File: src/rtl/tpu_pkg.sv
// Shared constants and types for the TPU result write path.
package tpu_pkg;
  localparam int ARRAY_SIZE = 8;
  localparam int W          = 16;
  localparam int ACC_W      = 32;

  function automatic int num_diag(input int n);
    return 2 * n - 1;
  endfunction

  localparam int NUM_DIAG = num_diag(ARRAY_SIZE);

  typedef enum logic [1:0] {IDLE, RUN, DONE} state_t;
endpackage

File: src/rtl/tpu_lane_narrow.sv
// ACC_W -> W conversion for one output lane.
// Defining TPU_SKEW_SAT_EN selects signed saturation; otherwise plain truncation.
module tpu_lane_narrow
  import tpu_pkg::*;
#(
  parameter int IN_W  = ACC_W,
  parameter int OUT_W = W
) (
  input  logic [IN_W-1:0]  acc,
  output logic [OUT_W-1:0] res
);
`ifdef TPU_SKEW_SAT_EN
  // In range only when every bit from the output sign bit upward agrees.
  logic [IN_W-OUT_W:0] hi;
  logic                fits;
  assign hi   = acc[IN_W-1:OUT_W-1];
  assign fits = (hi == '0) || (hi == '1);
  assign res  = fits       ? acc[OUT_W-1:0] :
                acc[IN_W-1] ? {1'b1, {(OUT_W-1){1'b0}}} :
                              {1'b0, {(OUT_W-1){1'b1}}};
`else
  logic unused_hi;
  assign unused_hi = ^acc[IN_W-1:OUT_W];
  assign res       = acc[OUT_W-1:0];
`endif
endmodule

File: src/rtl/tpu_result_skewer.sv
// Buffers the 8x8 accumulator result row by row and writes it out as 15 skewed
// diagonal words. Optional lane saturation: define TPU_SKEW_SAT_EN.
module tpu_result_skewer #(
  parameter int ARRAY_SIZE = tpu_pkg::ARRAY_SIZE,
  parameter int W          = tpu_pkg::W,
  parameter int ACC_W      = tpu_pkg::ACC_W
) (
  input  logic                      clk,
  input  logic                      srstn,
  input  logic                      start,
  input  logic                      in_valid,
  output logic                      in_ready,
  input  logic [ARRAY_SIZE*ACC_W-1:0] in_data,
  output logic                      sram_write_enable,
  output logic [5:0]                sram_waddr,
  output logic [ARRAY_SIZE*W-1:0]   sram_wdata,
  output logic                      done
);
  import tpu_pkg::*;

  localparam int N_DIAG = num_diag(ARRAY_SIZE);
  localparam int RW     = $clog2(ARRAY_SIZE + 1);
  localparam int EW     = $clog2(N_DIAG + 1);
  localparam int IW     = $clog2(ARRAY_SIZE);

  state_t        state, state_nx;
  logic [RW-1:0] rows_in, rows_nx, rows_eff, emin;
  logic [EW-1:0] e, e_nx;
  logic          accept, issue;

  // rbuf[row] keeps the row exactly as it arrived: column j sits at element ARRAY_SIZE-1-j.
  logic [ARRAY_SIZE-1:0][ARRAY_SIZE-1:0][ACC_W-1:0] rbuf, rbuf_eff;
  logic [ARRAY_SIZE-1:0][ACC_W-1:0]                 diag_acc;
  logic [ARRAY_SIZE-1:0][W-1:0]                     diag_w;

  // The row being accepted is bypassed into the mux so diagonal r leaves on the same edge.
  always_comb begin
    accept   = (state == RUN) && in_valid && (rows_in < RW'(ARRAY_SIZE));
    rows_eff = rows_in + RW'(accept);
    emin     = (e >= EW'(ARRAY_SIZE - 1)) ? RW'(ARRAY_SIZE - 1) : RW'(e);
    issue    = (state == RUN) && (e <= EW'(N_DIAG - 1)) && (rows_eff > emin);
    rbuf_eff = rbuf;
    if (accept) rbuf_eff[rows_in[IW-1:0]] = in_data;
  end

  for (genvar k = 0; k < ARRAY_SIZE; k++) begin : g_lane
    logic [EW-1:0] j;
    assign j = e - EW'(k);
    assign diag_acc[k] = ((e >= EW'(k)) && (j < EW'(ARRAY_SIZE))) ?
                         rbuf_eff[k][IW'(ARRAY_SIZE - 1) - j[IW-1:0]] : '0;
    tpu_lane_narrow #(.IN_W(ACC_W), .OUT_W(W)) u_narrow (
      .acc (diag_acc[k]),
      .res (diag_w[ARRAY_SIZE-1-k])
    );
  end

  always_comb begin
    state_nx = state;
    rows_nx  = rows_in;
    e_nx     = e;
    case (state)
      IDLE: if (start) begin
        state_nx = RUN;
        rows_nx  = '0;
        e_nx     = '0;
      end
      RUN: begin
        if (accept) rows_nx = rows_in + RW'(1);
        if (issue) begin
          e_nx = e + EW'(1);
          if (e == EW'(N_DIAG - 1)) state_nx = DONE;
        end
      end
      DONE:    state_nx = IDLE;
      default: state_nx = IDLE;
    endcase
  end

  always_ff @(posedge clk or negedge srstn) begin
    if (!srstn) begin
      state             <= IDLE;
      rows_in           <= '0;
      e                 <= '0;
      in_ready          <= 1'b0;
      sram_write_enable <= 1'b1;
      sram_waddr        <= '0;
      sram_wdata        <= '0;
      done              <= 1'b0;
    end else begin
      state             <= state_nx;
      rows_in           <= rows_nx;
      e                 <= e_nx;
      in_ready          <= (state_nx == RUN) && (rows_nx < RW'(ARRAY_SIZE));
      sram_write_enable <= !issue;
      if (issue) begin
        sram_waddr <= 6'(e);
        sram_wdata <= diag_w;
      end
      done              <= (state == DONE);
    end
  end

  // Data-only storage: never cleared, each run overwrites it row by row.
  always_ff @(posedge clk) begin
    if (accept) rbuf[rows_in[IW-1:0]] <= in_data;
  end
endmodule

File: config.mk
export PLATFORM = sky130hd
export DESIGN_NAME = tpu_result_skewer
export DESIGN_NICKNAME = d
export VERILOG_FILES = /design/src/rtl/tpu_pkg.sv /design/src/rtl/tpu_lane_narrow.sv /design/src/rtl/tpu_result_skewer.sv
export SDC_FILE = /design/constraint.sdc
export NUM_CORES = 2
export LEC_CHECK = 0
export BUFFER_PORTS_ARGS = -buffer_cell sky130_fd_sc_hd__buf_2
export CAP_MARGIN = 20
export CELL_PAD_IN_SITES_DETAIL_PLACEMENT = 0
export CELL_PAD_IN_SITES_GLOBAL_PLACEMENT = 1
export CORE_MARGIN = 5
export CORE_UTILIZATION = 40
export DETAILED_ROUTE_END_ITERATION = 10
export MAX_ROUTING_LAYER = met4
export PLACE_DENSITY_LB_ADDON = 0.1
export SYNTH_ARGS = -nofsm -noshare
export SYNTH_HDL_FRONTEND = slang
export SYNTH_SLANG_ARGS = --single-unit
File: constraint.sdc
create_clock -name clk -period 4 [get_ports clk]
set_input_delay 0.8 -clock clk [delete_from_list [all_inputs] [get_ports clk]]
set_output_delay 0.8 -clock clk [all_outputs]
set_load 0.02 [all_outputs]
==> reports/metrics.csv <==
metric;value;unit
Worst slew margin;0.336;
Peak VDD IR;0.555;mV
arrival time at the worst endpoint;4330;ps
met2 usage;0.526;
flops & latches, synth;1169;
crit share post-route;0.917;
GR Util met3;0.0457;
largest net degree at the start of global routing;97;
PD cells;1010;nW/um2
ANT nets after route;0;
GRT Max-Usage Layer;met2;
GRT Overall Usage;0.352;
Final TNS setup;0;ps
Routability Congestion;0.885;
Slew Limit Fails;0;
CTS tree;built;
register area share after synthesis;0.469;
Clock Sink Count;1169;
DR WL/cell;31.6;um
RSZ-0062 raised after global routing;no;
TritonCTS Buffers;138;
Max stage delay on crit path;700;ps
GR Overflow Total;0;
vias;44600;
synthesized instance count;5678;
startpoint types;flop;
final setup fails;0;
Die Y;369;um
Crit. End Element;flop;
Post-route DRC;0;
Area Overhead vs Synth;16.1;%
Rows;131;
fill count;12400;
CP cell instances;buf_4, inv_1, ha_1, nand2_1, buf_4, a2111oi_0, a311oi_1, a32o_1;
Initial DRC Count;5191;
hold_ws;116;ps
highest-delay cell along the critical path;ha_1;
number of global-route vias before repair;41200;
first-pass GRT wire length;331;mm
Setup CP Type;reg -> reg;
post-CTS setup buffers;0;
Top delay family on crit path;buffers and inverters;
worst path bufs/invs;3;
Die Wd;369;um
Final HPWL DP;155;mm
area of the multi-input gates;25200;um2
Hold Fails Final Rpt;0;
total of max-cap violations;0;
initial antenna violation count;33;
layout cells sized above 1;0.231;
Avg Inst Size Synth;9.06;um2
CTS-repair resized insts;0;
Distinct cells, synth;75;
CTS H-tree depth;4;
Initial Util;0.403;
Post-CTS Hold Buffers;0;
Worst Max-Slew Pin Slew;994;ps
Synth Flop Type;dfxtp_1;
drt first pass iters;6;
YS warnings;0;
io pins;397;
nets;6066;
Worst-Skew Late Latency;780;ps
die area;136000;um2
Total Routed Length;239;mm
Via-to-Cell Ratio;5.89;
CORE AREA;128000;um2
Hold Crit Class;in -> async;
Port Buf Inserts;266;
fmax;273;MHz
Post-synth EDFFs;0;
Layout Skew;24.6;ps
clk slew on worst S/H paths;60;ps
Most common cell on crit path;buf_4;
fin crit period;3670;ps
Cell Area, Synth;51400;um2
CTS root buffer;clkbuf_16;
Post-synth ARST share;0.124;
sequential standard cell area;24100;um2
status;finished clean;
LEAKAGE;27.3;nW
clk buf depth;3;
met1 Use GR;0.490;
CP max FO;26;
CP required;4670;ps
## per-layer routing
metal,vias to the layer above,part of all wire
met4,0,0.041
met5,-,0
met2,2072,0.44
met3,355,0.075
li1,19800,-
met1,22400,0.44
## flip-flops by register name (all words and copies together), names as in the netlist
register	count
done	1
sram_wdata	128
e	4
state	2
sram_write_enable	1
in_ready	1
rbuf	1024
sram_waddr	4
rows_in	4
## cells by family after synthesis
family | count (synthesis) | synth area share
simple gates | 2264 | 0.173
other cells | 2 | 0.000146
mux | 835 | 0.186
flops | 1169 | 0.469
compound gates | 832 | 0.120
xor+xnor | 6 | 0.00102
fa+ha+maj | 17 | 0.00413
buf+inv | 553 | 0.0466
## area by class of cell
type | count | share of cell area
sequential | 1169 | 0.404
multi-input combinational | 3957 | 0.421
inverter | 12 | 0.000964
clock inverter | 28 | 0.00553
tap | 1662 | 0.0348
antenna | 15 | 0.000628
clock buffer | 223 | 0.0720
timing repair buffer | 511 | 0.0608
## worst reg2reg max path, cell delays in order, from the launching register on
cell and delay (ps):
dfrtp_1 350, buf_4 520, inv_1 260, ha_1 700, nand2_1 530, buf_4 390, a2111oi_0 450, a311oi_1 100
a32o_1 250
## report_power, final
group | switching [W] | internal (W)
clock | 0.00525 | 0.00773
sequential | 0.00255 | 0.0175
combinational | 0.0169 | 0.0106
total | 0.0247 | 0.0358
## cells in the final DEF (no fill, tap or decap), types with 81 or more instances in the layout
master / Yosys / routed
a21oi_1: 182 / 180
a221o_1: 81 / 81
a221oi_1: 100 / 100
buf_2: 173 / 265
buf_4: 20 / 209
clkbuf_16: 0 / 144
dfrtp_1: 144 / 142
dfxtp_1: 1024 / 1024
mux2_2: 560 / 560
mux2i_1: 227 / 227
nand2_1: 2011 / 2010
nor2_1: 87 / 83
## synthesized netlist by cell type (all sizes together), types with 7 or more instances
library cell	count	area, um2
a31oi	23	144
nand2	2012	7550
o21ai	67	335
a21o	24	180
nor2b	42	263
a32o	22	220
nor3	9	50.1
a2111oi	7	61.3
ha	17	213
clkbuf	310	1160
o32ai	15	131
a311oi	37	324
a21oi	182	911
a22oi	58	435
and3	31	194
o22ai	16	100
o41ai	31	272
nand2b	9	56.3
dfxtp	1024	20500
a22o	22	193
mux2i	227	2270
a221o	81	811
nand3	36	190
inv	11	41.3
mux2	569	6410
a211oi	55	413
a2bb2oi	8	70.1
o211ai	26	195
dfrtp	144	3600
nor2	88	333
a211o	11	96.3
o31ai	19	143
a221oi	100	876
and2	19	119
mux4	39	878
buf	231	1190
## path summary, 6_finish.rpt
check | from | to | slack, ps | depth (start not counted)
min in group clk | start | state[0] | 390 | 3
worst min register to register | rbuf[1548] | rbuf[1548] | 430 | 2
max in group asynchronous | srstn | sram_write_enable | 3010 | 2
worst min-delay path | srstn | sram_wdata[116] | 120 | 1
worst max-delay path | e[2] | sram_wdata[86] | 330 | 8
worst max register to register | e[2] | sram_wdata[86] | 330 | 8
## metrics by stage
step            util  cell area (um2)  instances  worst slack (ps)  total power [W]
5_1_grt        0.468            59700       7565               278           0.0634
6_report       0.468            59700       7577               332           0.0605
3_3_place_gp   0.431            55100       7311               230           0.0467
2_1_floorplan      -            51400       5679               391           0.0367
3_5_place_dp   0.431            55100       7311               212           0.0471
4_1_cts        0.467            59700       7562               412           0.0601
No activity file was read; power rests on OpenSTA's default activity.
